File: config.mk
export PLATFORM = sky130hd
export DESIGN_NAME = tt_um_jleugeri_ttt_scheduler
export DESIGN_NICKNAME = d
export VERILOG_FILES = /design/src/rtl/tt_um_jleugeri_ttt_pkg.sv /design/src/rtl/tt_um_jleugeri_ttt_token_buffer.sv /design/src/rtl/tt_um_jleugeri_ttt_scheduler.sv
export SDC_FILE = /design/constraint.sdc
export NUM_CORES = 1
export LEC_CHECK = 0
export BUFFER_PORTS_ARGS = -buffer_cell sky130_fd_sc_hd__buf_2
export CAP_MARGIN = 40
export CELL_PAD_IN_SITES_DETAIL_PLACEMENT = 1
export CELL_PAD_IN_SITES_GLOBAL_PLACEMENT = 1
export CORE_MARGIN = 4
export CORE_UTILIZATION = 47
export DETAILED_ROUTE_END_ITERATION = 6
export GPL_TIMING_DRIVEN = 1
export PLACE_DENSITY_LB_ADDON = 0.1
export SYNTH_ARGS = -nofsm -noshare
export SYNTH_HDL_FRONTEND = slang
export SYNTH_SLANG_ARGS = --single-unit
File: constraint.sdc
create_clock -name clk -period 4.05 [get_ports clk]
set_clock_uncertainty 0.15 [all_clocks]
set_input_delay 0.405 -clock clk [delete_from_list [all_inputs] [get_ports clk]]
set_output_delay 0.405 -clock clk [all_outputs]
set_load 0.05 [all_outputs]
File: src/rtl/tt_um_jleugeri_ttt_pkg.sv
// Shared types and arithmetic for the token scheduler.
package tt_um_jleugeri_ttt;

  typedef enum logic [2:0] {
    RESET     = 3'd0,
    INPUT     = 3'd1,
    RECURRENT = 3'd2,
    UPDATE    = 3'd3,
    OUTPUT    = 3'd4
  } stage_t;

  // Signed add of two sign-extended operands, clamped to a w-bit signed range.
  function automatic logic signed [31:0] sat_add(input logic signed [31:0] a,
                                                 input logic signed [31:0] b,
                                                 input int unsigned w);
    logic signed [31:0] sum;
    logic signed [31:0] hi;
    logic signed [31:0] lo;
    sum = a + b;
    hi  = (32'sd1 <<< (w - 32'd1)) - 32'sd1;
    lo  = -hi - 32'sd1;
    if (sum > hi) return hi;
    if (sum < lo) return lo;
    return sum;
  endfunction

endpackage

File: src/rtl/tt_um_jleugeri_ttt_token_buffer.sv
// Per-processor good/bad token buffers with clear, one accumulate and one read port.
module tt_um_jleugeri_ttt_token_buffer
  import tt_um_jleugeri_ttt::*;
#(
  parameter int unsigned NUM_PROCESSORS  = 10,
  parameter int unsigned NEW_TOKENS_BITS = 4,
  localparam int unsigned PID_W = $clog2(NUM_PROCESSORS)
) (
  input  logic                              clk,
  input  logic                              reset,
  input  logic                              clear,
  input  logic                              acc_en,
  input  logic [PID_W-1:0]                  acc_id,
  input  logic signed [NEW_TOKENS_BITS-1:0] acc_good,
  input  logic signed [NEW_TOKENS_BITS-1:0] acc_bad,
  input  logic [PID_W-1:0]                  rd_id,
  output logic signed [NEW_TOKENS_BITS-1:0] rd_good_c,
  output logic signed [NEW_TOKENS_BITS-1:0] rd_bad_c
);

  logic signed [NEW_TOKENS_BITS-1:0] good_q [NUM_PROCESSORS];
  logic signed [NEW_TOKENS_BITS-1:0] good_d [NUM_PROCESSORS];
  logic signed [NEW_TOKENS_BITS-1:0] bad_q  [NUM_PROCESSORS];
  logic signed [NEW_TOKENS_BITS-1:0] bad_d  [NUM_PROCESSORS];

  // Clear wins over accumulate; an id outside the array matches no entry.
  always_comb begin
    good_d = good_q;
    bad_d  = bad_q;
    for (int i = 0; i < int'(NUM_PROCESSORS); i++) begin
      if (clear) begin
        good_d[i] = '0;
        bad_d[i]  = '0;
      end else if (acc_en && (acc_id == PID_W'(i))) begin
        good_d[i] = NEW_TOKENS_BITS'(sat_add(32'(good_q[i]), 32'(acc_good), NEW_TOKENS_BITS));
        bad_d[i]  = NEW_TOKENS_BITS'(sat_add(32'(bad_q[i]), 32'(acc_bad), NEW_TOKENS_BITS));
      end
    end
  end

  // Read mux over the stored buffers.
  always_comb begin
    rd_good_c = '0;
    rd_bad_c  = '0;
    for (int i = 0; i < int'(NUM_PROCESSORS); i++) begin
      if (rd_id == PID_W'(i)) begin
        rd_good_c = good_q[i];
        rd_bad_c  = bad_q[i];
      end
    end
  end

  // Buffer storage.
  always_ff @(posedge clk) begin
    if (reset) begin
      for (int i = 0; i < int'(NUM_PROCESSORS); i++) begin
        good_q[i] <= '0;
        bad_q[i]  <= '0;
      end
    end else begin
      good_q <= good_d;
      bad_q  <= bad_d;
    end
  end

endmodule

File: src/rtl/tt_um_jleugeri_ttt_scheduler.sv
// Stage scheduler: gathers tokens, updates processors, streams non-zero results.
module tt_um_jleugeri_ttt_scheduler
  import tt_um_jleugeri_ttt::*;
#(
  parameter int unsigned NUM_PROCESSORS  = 10,
  parameter int unsigned NEW_TOKENS_BITS = 4,
  localparam int unsigned PID_W = $clog2(NUM_PROCESSORS)
) (
  input  logic                              clk,
  input  logic                              reset,
  input  logic                              hold,
  output logic                              done,
  output stage_t                            stage,
  input  logic                              in_valid,
  input  logic                              in_last,
  output logic                              in_ready,
  input  logic [PID_W-1:0]                  in_id,
  input  logic signed [NEW_TOKENS_BITS-1:0] in_good,
  input  logic signed [NEW_TOKENS_BITS-1:0] in_bad,
  input  logic                              rec_valid,
  input  logic                              rec_last,
  input  logic [PID_W-1:0]                  rec_id,
  input  logic signed [NEW_TOKENS_BITS-1:0] rec_good,
  input  logic signed [NEW_TOKENS_BITS-1:0] rec_bad,
  output logic                              upd_valid,
  output logic [PID_W-1:0]                  upd_id,
  output logic signed [NEW_TOKENS_BITS-1:0] upd_good,
  output logic signed [NEW_TOKENS_BITS-1:0] upd_bad,
  input  logic [1:0]                        upd_startstop,
  output logic                              out_valid,
  input  logic                              out_ready,
  output logic [PID_W-1:0]                  out_id,
  output logic [1:0]                        out_startstop,
  output logic                              bad_id
);

  localparam int unsigned     PID_W1  = PID_W + 1;
  localparam logic [PID_W:0]  NUM_P   = PID_W1'(NUM_PROCESSORS);
  localparam logic [PID_W-1:0] LAST_ID = PID_W'(NUM_PROCESSORS - 1);

  stage_t                            stage_q, stage_d;
  logic                              done_q, done_d;
  logic                              in_ready_q, in_ready_d;
  logic                              upd_valid_q, upd_valid_d;
  logic [PID_W-1:0]                  upd_id_q, upd_id_d;
  logic signed [NEW_TOKENS_BITS-1:0] upd_good_q, upd_good_d;
  logic signed [NEW_TOKENS_BITS-1:0] upd_bad_q, upd_bad_d;
  logic                              store_valid_q, store_valid_d;
  logic [PID_W-1:0]                  store_id_q, store_id_d;
  logic [1:0]                        ss_q [NUM_PROCESSORS];
  logic [1:0]                        ss_d [NUM_PROCESSORS];
  logic                              out_valid_q, out_valid_d;
  logic [PID_W-1:0]                  out_id_q, out_id_d;
  logic [1:0]                        out_ss_q, out_ss_d;
  logic [PID_W-1:0]                  scan_q, scan_d;
  logic                              bad_id_q, bad_id_d;

  logic                              buf_clear, acc_en;
  logic [PID_W-1:0]                  acc_id, rd_id;
  logic signed [NEW_TOKENS_BITS-1:0] acc_good, acc_bad, rd_good_c, rd_bad_c;
  logic                              in_id_ok, rec_id_ok;
  logic [1:0]                        scan_ss;

  assign in_id_ok  = {1'b0, in_id} < NUM_P;
  assign rec_id_ok = {1'b0, rec_id} < NUM_P;

  tt_um_jleugeri_ttt_token_buffer #(
    .NUM_PROCESSORS (NUM_PROCESSORS),
    .NEW_TOKENS_BITS(NEW_TOKENS_BITS)
  ) u_buf (
    .clk      (clk),
    .reset    (reset),
    .clear    (buf_clear),
    .acc_en   (acc_en),
    .acc_id   (acc_id),
    .acc_good (acc_good),
    .acc_bad  (acc_bad),
    .rd_id    (rd_id),
    .rd_good_c(rd_good_c),
    .rd_bad_c (rd_bad_c)
  );

  // Stored startstop of the id currently under the output scan.
  always_comb begin
    scan_ss = 2'b00;
    for (int i = 0; i < int'(NUM_PROCESSORS); i++) begin
      if (scan_q == PID_W'(i)) scan_ss = ss_q[i];
    end
  end

  // Next-state and output logic for all stages.
  always_comb begin
    stage_d       = stage_q;
    done_d        = done_q;
    in_ready_d    = 1'b0;
    upd_valid_d   = 1'b0;
    upd_id_d      = upd_id_q;
    upd_good_d    = upd_good_q;
    upd_bad_d     = upd_bad_q;
    store_valid_d = upd_valid_q;
    store_id_d    = upd_id_q;
    ss_d          = ss_q;
    out_valid_d   = out_valid_q;
    out_id_d      = out_id_q;
    out_ss_d      = out_ss_q;
    scan_d        = scan_q;
    bad_id_d      = bad_id_q;
    buf_clear     = 1'b0;
    acc_en        = 1'b0;
    acc_id        = in_id;
    acc_good      = in_good;
    acc_bad       = in_bad;
    rd_id         = '0;

    // Processor result lands one cycle after its update strobe.
    if (store_valid_q) begin
      for (int i = 0; i < int'(NUM_PROCESSORS); i++) begin
        if (store_id_q == PID_W'(i)) ss_d[i] = upd_startstop;
      end
    end

    if (done_q && !hold) begin
      done_d = 1'b0;
      unique case (stage_q)
        RESET, OUTPUT: begin
          stage_d    = INPUT;
          buf_clear  = 1'b1;
          in_ready_d = 1'b1;
        end
        INPUT:     stage_d = RECURRENT;
        RECURRENT: begin
          stage_d     = UPDATE;
          upd_valid_d = 1'b1;
          upd_id_d    = '0;
          upd_good_d  = rd_good_c;
          upd_bad_d   = rd_bad_c;
        end
        UPDATE: begin
          stage_d     = OUTPUT;
          scan_d      = '0;
          out_valid_d = 1'b0;
        end
        default: ;
      endcase
    end else if (!done_q) begin
      unique case (stage_q)
        RESET: done_d = 1'b1;
        INPUT: begin
          in_ready_d = 1'b1;
          if (in_valid && in_ready_q) begin
            if (in_id_ok) acc_en = 1'b1;
            else          bad_id_d = 1'b1;
            if (in_last) begin
              done_d     = 1'b1;
              in_ready_d = 1'b0;
            end
          end
        end
        RECURRENT: begin
          acc_id   = rec_id;
          acc_good = rec_good;
          acc_bad  = rec_bad;
          if (rec_valid) begin
            if (rec_id_ok) acc_en = 1'b1;
            else           bad_id_d = 1'b1;
            if (rec_last) done_d = 1'b1;
          end
        end
        UPDATE: begin
          if (upd_valid_q && (upd_id_q != LAST_ID)) begin
            upd_valid_d = 1'b1;
            upd_id_d    = upd_id_q + PID_W'(1);
            rd_id       = upd_id_q + PID_W'(1);
            upd_good_d  = rd_good_c;
            upd_bad_d   = rd_bad_c;
          end
          if (store_valid_q && (store_id_q == LAST_ID)) done_d = 1'b1;
        end
        OUTPUT: begin
          if (out_valid_q) begin
            if (out_ready) begin
              out_valid_d = 1'b0;
              if (scan_q == LAST_ID) done_d = 1'b1;
              else                   scan_d = scan_q + PID_W'(1);
            end
          end else if (scan_ss != 2'b00) begin
            out_valid_d = 1'b1;
            out_id_d    = scan_q;
            out_ss_d    = scan_ss;
          end else if (scan_q == LAST_ID) begin
            done_d = 1'b1;
          end else begin
            scan_d = scan_q + PID_W'(1);
          end
        end
        default: ;
      endcase
    end
  end

  // State register; reset overrides every other event.
  always_ff @(posedge clk) begin
    if (reset) begin
      stage_q       <= RESET;
      done_q        <= 1'b0;
      in_ready_q    <= 1'b0;
      upd_valid_q   <= 1'b0;
      upd_id_q      <= '0;
      upd_good_q    <= '0;
      upd_bad_q     <= '0;
      store_valid_q <= 1'b0;
      store_id_q    <= '0;
      for (int i = 0; i < int'(NUM_PROCESSORS); i++) ss_q[i] <= 2'b00;
      out_valid_q   <= 1'b0;
      out_id_q      <= '0;
      out_ss_q      <= 2'b00;
      scan_q        <= '0;
      bad_id_q      <= 1'b0;
    end else begin
      stage_q       <= stage_d;
      done_q        <= done_d;
      in_ready_q    <= in_ready_d;
      upd_valid_q   <= upd_valid_d;
      upd_id_q      <= upd_id_d;
      upd_good_q    <= upd_good_d;
      upd_bad_q     <= upd_bad_d;
      store_valid_q <= store_valid_d;
      store_id_q    <= store_id_d;
      ss_q          <= ss_d;
      out_valid_q   <= out_valid_d;
      out_id_q      <= out_id_d;
      out_ss_q      <= out_ss_d;
      scan_q        <= scan_d;
      bad_id_q      <= bad_id_d;
    end
  end

  assign stage         = stage_q;
  assign done          = done_q;
  assign in_ready      = in_ready_q;
  assign upd_valid     = upd_valid_q;
  assign upd_id        = upd_id_q;
  assign upd_good      = upd_good_q;
  assign upd_bad       = upd_bad_q;
  assign out_valid     = out_valid_q;
  assign out_id        = out_id_q;
  assign out_startstop = out_ss_q;
  assign bad_id        = bad_id_q;

endmodule

### Word level (Yosys, flattened, before mapping)

Cells that the tools add are included.

| cells by class | value |
|---|---|
| reduce and logical (&&, ||, !) cells | 45 |
| bitwise gates (word level) | 3 |
| add/sub/neg operators | 22 |
| muxes and demuxes | 329 |
| divide/modulo/power cells | 0 |
| magnitude comparators | 42 |
| equal/unequal tests | 50 |
| shifts and indexed selects | 0 |
| $mul | 0 |

Operator list:

| kind | number |
|---|---|
| two-way mux 4 bit | 136 |
| two-way mux 1 bit | 179 |
| adder 4 x 4 -> 5 bit | 20 |
| > comparator 5 x 4 -> 1 bit, second input constant | 20 |
| less-than comparator 5 x 4 -> 1 bit, second input constant | 20 |
| equality test 4 x 3 -> 1 bit, second input constant | 16 |
| equality test 4 x 2 -> 1 bit, second input constant | 8 |
| equality test 4 bit, second input constant | 8 |
| AND reduction 2 bit | 11 |
| two-way mux 2 bit | 10 |
| equality test 4 x 1 -> 1 bit, second input constant | 4 |
| logical NOT 4 bit | 4 |
| logical AND 1 bit | 14 |
| one-hot mux 3 bit (4 select lines) | 1 |
| AND reduction 5 bit | 2 |
| nonzero test 2 bit | 5 |
| adder 4 x 1 -> 4 bit, second input constant | 2 |
| less-than comparator 4 bit, second input constant | 2 |
| != test 2 bit, second input constant | 4 |
| AND reduction 7 bit | 1 |
| equality test 3 x 2 -> 1 bit, second input constant | 2 |
| != test 2 x 1 -> 1 bit, second input constant | 3 |
| OR reduction 2 bit | 3 |
| one-hot mux 1 bit (5 select lines) | 1 |
| other kinds (12) | 15 |

| word-level totals | value |
|---|---|
| memories kept | 0 |
| bits in registers | 135 |
| memory bits (writable) | 0 |
| ROM bits | 0 |
| bits in latches | 0 |
| output and inout bits | 26 |

### Depth between registers and ports, before layout

| logic depth | value |
|---|---|
| depth after elaboration | 21 |
| gate-level depth with buffers | 11 |
| gate-level depth less buffers | 9 |

### By module

From an unflattened synthesis, not the netlist that was laid out.

| unflattened totals | value |
|---|---|
| cells, all modules | 1067 |
| area, all modules | 9410.3 um^2 |

Modules (own cells, without submodules):

| module | times used | cells each | area an instance (um^2) |
|---|---|---|---|
| tt_um_jleugeri_ttt_token_buffer | 1 | 730 | 6555.0 |
| tt_um_jleugeri_ttt_scheduler | 1 | 337 | 2855.2 |

### Worst setup path after synthesis

No wires, ideal clock.

| path | value |
|---|---|
| path kind | flip-flop to flip-flop |
| start | register done_q, in the netlist done |
| end | register u_buf.bad_q[24] (netlist bit) |
| setup slack | 0.375 ns |
| library setup time | 0.134 ns |
| arrival | 3.391 ns |
| required time | 3.766 ns |
| stages on the path, launching flop included | 12 |
| cells stage by stage | dfxtp_1 buf_2 nor4b_4 buf_6 mux2_2 ha_1 fa_1 a2111oi_0 a21oi_1 maj3_1 nor2_1 a211oi_1 |

| on the way | value |
|---|---|
| longest elaborated chain between the ends | 10 |

RTL lines:

| item | line | text |
|---|---|---|
| start: declaration | tt_um_jleugeri_ttt_scheduler.sv:42 | `logic done_q, done_d;` |
| start signal: assignment | tt_um_jleugeri_ttt_scheduler.sv:221 | `done_q <= done_d;` |
| two-way mux 4 bit / logical AND 1 bit (equally long branches) | tt_um_jleugeri_ttt_scheduler.sv:145, tt_um_jleugeri_ttt_scheduler.sv:122 |  |
| two-way mux 4 bit | tt_um_jleugeri_ttt_scheduler.sv:122 | `if (done_q && !hold) begin` |
| adder 4 x 4 -> 5 bit | tt_um_jleugeri_ttt_pkg.sv:19 | `sum = a + b;` |
| less-than comparator 5 x 4 -> 1 bit | tt_um_jleugeri_ttt_pkg.sv:23 | `if (sum < lo) return lo;` |
| two-way mux 1 bit (2 in a row) | tt_um_jleugeri_ttt_pkg.sv:23 |  |
| two-way mux 1 bit | tt_um_jleugeri_ttt_token_buffer.sv:34 | `end else if (acc_en && (acc_id == PID_W'(i))) begin` |
| two-way mux 1 bit | tt_um_jleugeri_ttt_token_buffer.sv:31 | `if (clear) begin` |
| two-way mux 4 bit | tt_um_jleugeri_ttt_pkg.sv:24 | `return sum;` |
| two-way mux 4 bit | tt_um_jleugeri_ttt_pkg.sv:23 |  |
| end signal: indexed assignment | tt_um_jleugeri_ttt_token_buffer.sv:58 | `bad_q[i] <= '0;` |
| end signal: assignment | tt_um_jleugeri_ttt_token_buffer.sv:62 | `bad_q <= bad_d;` |
| end: declaration | tt_um_jleugeri_ttt_token_buffer.sv:23 | `logic signed [NEW_TOKENS_BITS-1:0] bad_q [NUM_PROCESSORS];` |

Parallel ways exist; a longest one is shown, timed or not. The select of a mux whose other input is x is not followed.
A chain may end at the register's enable or synchronous reset.

### Final worst setup path

| path | value |
|---|---|
| start | register stage_q[0], in the netlist stage[0] |
| end | register u_buf.good_q[34] (netlist bit) |

| on the way | value |
|---|---|
| longest elaborated chain between the ends | 12 |

RTL lines:

| item | line | text |
|---|---|---|
| start: declaration | tt_um_jleugeri_ttt_scheduler.sv:41 | `stage_t stage_q, stage_d;` |
| start signal: assignment | tt_um_jleugeri_ttt_scheduler.sv:220 | `stage_q <= stage_d;` |
| equality test 3 x 2 -> 1 bit | tt_um_jleugeri_ttt_scheduler.sv:146 | `unique case (stage_q)` |
| two-way mux 4 bit | tt_um_jleugeri_ttt_scheduler.sv:146 |  |
| two-way mux 4 bit | tt_um_jleugeri_ttt_scheduler.sv:145 | `end else if (!done_q) begin` |
| two-way mux 4 bit | tt_um_jleugeri_ttt_scheduler.sv:122 |  |
| adder 4 x 4 -> 5 bit | tt_um_jleugeri_ttt_pkg.sv:19 |  |
| less-than comparator 5 x 4 -> 1 bit | tt_um_jleugeri_ttt_pkg.sv:23 |  |
| two-way mux 1 bit (2 in a row) | tt_um_jleugeri_ttt_pkg.sv:23 |  |
| two-way mux 1 bit | tt_um_jleugeri_ttt_token_buffer.sv:34 |  |
| two-way mux 1 bit | tt_um_jleugeri_ttt_token_buffer.sv:31 |  |
| two-way mux 4 bit | tt_um_jleugeri_ttt_pkg.sv:24 |  |
| two-way mux 4 bit | tt_um_jleugeri_ttt_pkg.sv:23 |  |
| end signal: assignment | tt_um_jleugeri_ttt_token_buffer.sv:61 | `good_q <= good_d;` |
| end: declaration | tt_um_jleugeri_ttt_token_buffer.sv:21 | `logic signed [NEW_TOKENS_BITS-1:0] good_q [NUM_PROCESSORS];` |

Parallel ways exist; a longest one is shown, timed or not. The select of a mux whose other input is x is not followed.

==> impl_metrics.env <==
export IMPL_syn_to_final_growth_pct=12.82
export IMPL_vias_per_cell=6.190
export IMPL_drv_slew=0
export IMPL_post_route_period_util=0.9267
export IMPL_setup_viol_count_final=0
export IMPL_finalHoldViolations=0
export IMPL_synthSimpleGateAreaFrac=0.1839
export IMPL_crit_chain="nor4b_4, mux2_2, ha_1, fa_1, a2111oi_0, a21oi_1, maj3_1, nor2_1, nor3_1"
export IMPL_synth_area_top_cells="dfxtp_1 (28%), ha_1 (11%), a21oi_1 (6.9%), maj3_1 (5.7%), nor2_1 (4.2%)"
export IMPL_critPathKind="flip-flop to flip-flop"
export IMPL_die_area_sq_um=23110
export IMPL_clkTransAtPathRegs_ns=0.06
export IMPL_synth_edf_count=0
export IMPL_synth_largest_area_cell="dfxtp_1"
export IMPL_grtUsageTotal=0.2670
export IMPL_synthAdderAreaFrac=0.2089
export IMPL_cp_required_ns=4.20
export IMPL_dieHeight_microns=152.0
export IMPL_cts_max_level=4
export IMPL_path_buf_inv=0
export IMPL_pwr_density_cell_nw_per_um2=320.4
export IMPL_worst_pin_slew_ns=0.7881
export IMPL_max_cap_viol_count=0
export IMPL_syn_avg_cell_area_sq_um=8.500
export IMPL_numPortBuffers=59
export IMPL_muxShareOfSynthArea=0.05069
export IMPL_fin_tns_setup_ns=0
export IMPL_ys_warn_count=0
export IMPL_r2r_start="stage[0]$_SDFFE_PP0P_"
export IMPL_globalRouteOverflowTotal=0
export IMPL_max_slew_margin_rel=0.4746
export IMPL_fin_nets=1324
export IMPL_grt_pass1_vias=9283
export IMPL_drt_initial_drc_count=505
export IMPL_wl_met3_microns=1142
export IMPL_placed_cells=1435
export IMPL_vias=9081
export IMPL_rsz0062_at_grt="no"
export IMPL_syn_nets=1287
export IMPL_finalNonFillerCells=1467
export IMPL_grt_pass1_wl_microns=50650
export IMPL_ctsLongestPathBuffers=2
export IMPL_critPathTopFamily="adder cells"
export IMPL_max_stage_delay_ns=0.59
export IMPL_maxUsedRoutingLayer="met4"
export IMPL_drc=0
export IMPL_fin_area_sq_um=11000
export IMPL_synth_compound_area_frac=0.1970
export IMPL_yosysTopAreaCellShare=0.2772
export IMPL_synth_top_flop_cell="dfxtp_1"
export IMPL_synthXorXnorAreaFrac=0.03953
export IMPL_gp_congestion=0.8583
export IMPL_synth_top_family_by_area="adder cells"
export IMPL_antenna_found_initial=0
export IMPL_core_area_sq_um=20300
export IMPL_hold_path_class="input pin to flip-flop"
export IMPL_worstSetupStartpoint="stage[0]$_SDFFE_PP0P_"
export IMPL_leakage_nw=4.365
export IMPL_r2r_cells=9
export IMPL_ys_seq_area_frac=0.2772
export IMPL_initial_core_util=0.4803
export IMPL_ys_seq_elements=135
export IMPL_cp_depth=9
export IMPL_wl_met2_microns=15400
export IMPL_dp_hpwl_microns=22580
export IMPL_synth_top_cells_by_count="a21oi_1 (135), dfxtp_1 (135), nor2_1 (109)"
export IMPL_period_minus_slack_ns=3.753
export IMPL_grt_max_degree=59
export IMPL_async_flop_share=0
export IMPL_cp_end_kind="flip-flop"
export IMPL_cp_start_kind="flip-flop"
export IMPL_layout_drive_gt1_share=0.1153
export IMPL_arrival_ns=3.90
export IMPL_antennaDiodeCount=0
export IMPL_dpl_cell_area_sq_um=10310
export IMPL_die_x_microns=152.0
export IMPL_wl_per_cell_microns=21.46
export IMPL_cts_tree="yes"
export IMPL_root_buffer="clkbuf_16"
export IMPL_ant_nets=0
export IMPL_synth_cell_types=71
export IMPL_worstReg2RegEnd="u_buf.good_q[34]$_SDFFE_PP0P_"
export IMPL_clkSinkCount=135
export IMPL_drt_total_wl_microns=31480
export IMPL_firstDrtPassIters=5
export IMPL_worstSkewPairLatency_ns=0.43
export IMPL_syn_inst=1147
export IMPL_irDropWorstVdd_v=0.0002444
export IMPL_syn_area_sq_um=9749
export IMPL_cpMaxStageDelayCell="a2111oi_0"
export IMPL_pin_count=60
export IMPL_fmax_ghz=0.2664
export IMPL_rows=52
export IMPL_outcome="complete, no violations"
export IMPL_drt_met1_wl_microns=14140
export IMPL_utilization=0.5419
export IMPL_numCtsBuffers=17
export IMPL_path_max_fanout=10
export IMPL_endpoint="u_buf.good_q[34]$_SDFFE_PP0P_"
export IMPL_r2r_slack_ns=0.30
==> how the worst min path moves through the flow <==
stage | startpoint | to | cells after the start
2_1_floorplan | ss_q[18]$_SDFFE_PP0P_ | ss_q[18]$_SDFFE_PP0P_ | 2
3_3_place_gp | out_id[3]$_SDFFE_PP0P_ | out_id[3]$_SDFFE_PP0P_ | 2
3_5_place_dp | out_id[3]$_SDFFE_PP0P_ | out_id[3]$_SDFFE_PP0P_ | 2
4_1_cts | upd_startstop[1] | ss_q[5]$_SDFFE_PP0P_ | 3
5_1_grt | upd_startstop[1] | ss_q[9]$_SDFFE_PP0P_ | 3
6_report | upd_startstop[1] | ss_q[9]$_SDFFE_PP0P_ | 3
==> tightest hold or removal path: cells and delay by family <==
| family | cells | cell delay (ns) |
|---|---|---|
| compound gates | 1 | 0.05 |
| simple gates | 1 | 0.08 |
| buf+inv | 1 | 0.18 |
==> cells by family after synthesis <==
kind of cell,count (synthesis)
flip-flops,135
XOR/XNOR,44
AO/OA/AOI/OAI,300
multiplexers,48
AND/OR/NAND/NOR,360
adder cells (fa/ha/maj),162
buffers and inverters,98
==> timing repair <==
| action | CTS | global route |
|---|---|---|
| setup endpoints to repair | 0 | 4 |
| hold buffers | 0 | 0 |
| gates resized for setup | 0 | 1 |
| setup buffers | 0 | 0 |
==> area by class of cell <==
class,count,area [sq um]
fill,2466,9300
multi-input combinational,914,6651
sequential,135,2704
timing repair buffer,79,478.0
clock buffer,21,470.5
tap,270,337.8
clock inverter,11,219.0
inverter,37,138.9
==> power breakdown <==
part	switching, mW	internal, mW
registers	0.00372	1.33
logic	0.236	0.127
clock network	0.619	1.21
total	0.859	2.66
==> per-stage QoR <==
stage | worst slack [ns] | total power, mW | hold WS (ns)
2_1_floorplan | 0.3748 | 1.612 | 0.2864
3_3_place_gp | 0.4114 | 1.706 | 0.2935
3_5_place_dp | 0.2679 | 1.723 | 0.2995
4_1_cts | 0.1338 | 3.539 | 0.1885
5_1_grt | 0.1087 | 3.636 | 0.2075
6_report | 0.2967 | 3.524 | 0.1835
==> layer usage <==
metal,GRT usage,vias up
met3,0.03783,52
met1,0.3387,4531
met2,0.4666,194
met5,0,-
li1,-,4304
met4,0.08990,0
==> sequential cells by signal, summed over array words and instances, names as in the netlist <==
register,count
u_buf.bad_q,40
u_buf.good_q,40
ss_q,20
out_id,4
scan_q,4
store_id_q,4
upd_bad,4
upd_good,4
upd_id,4
stage,3
out_startstop,2
bad_id,1
done,1
in_ready,1
out_valid,1
store_valid_q,1
upd_valid,1
==> cell usage in the layout (no fill, tap or decap), drive strengths merged, types with 15 or more instances in the layout <==
| cell | n |
|---|---|
| nor3 | 62 |
| inv | 37 |
| xor2 | 22 |
| xnor2 | 22 |
| buf | 79 |
| fa | 20 |
| nand2 | 74 |
| dfxtp | 135 |
| ha | 86 |
| a21o | 22 |
| nor2 | 109 |
| maj3 | 56 |
| o21ai | 27 |
| nand3 | 20 |
| o22ai | 15 |
| a21oi | 136 |
| a2111oi | 22 |
| mux2i | 37 |
| clkbuf | 21 |
Note: power is estimated with default switching activity, not from simulation.
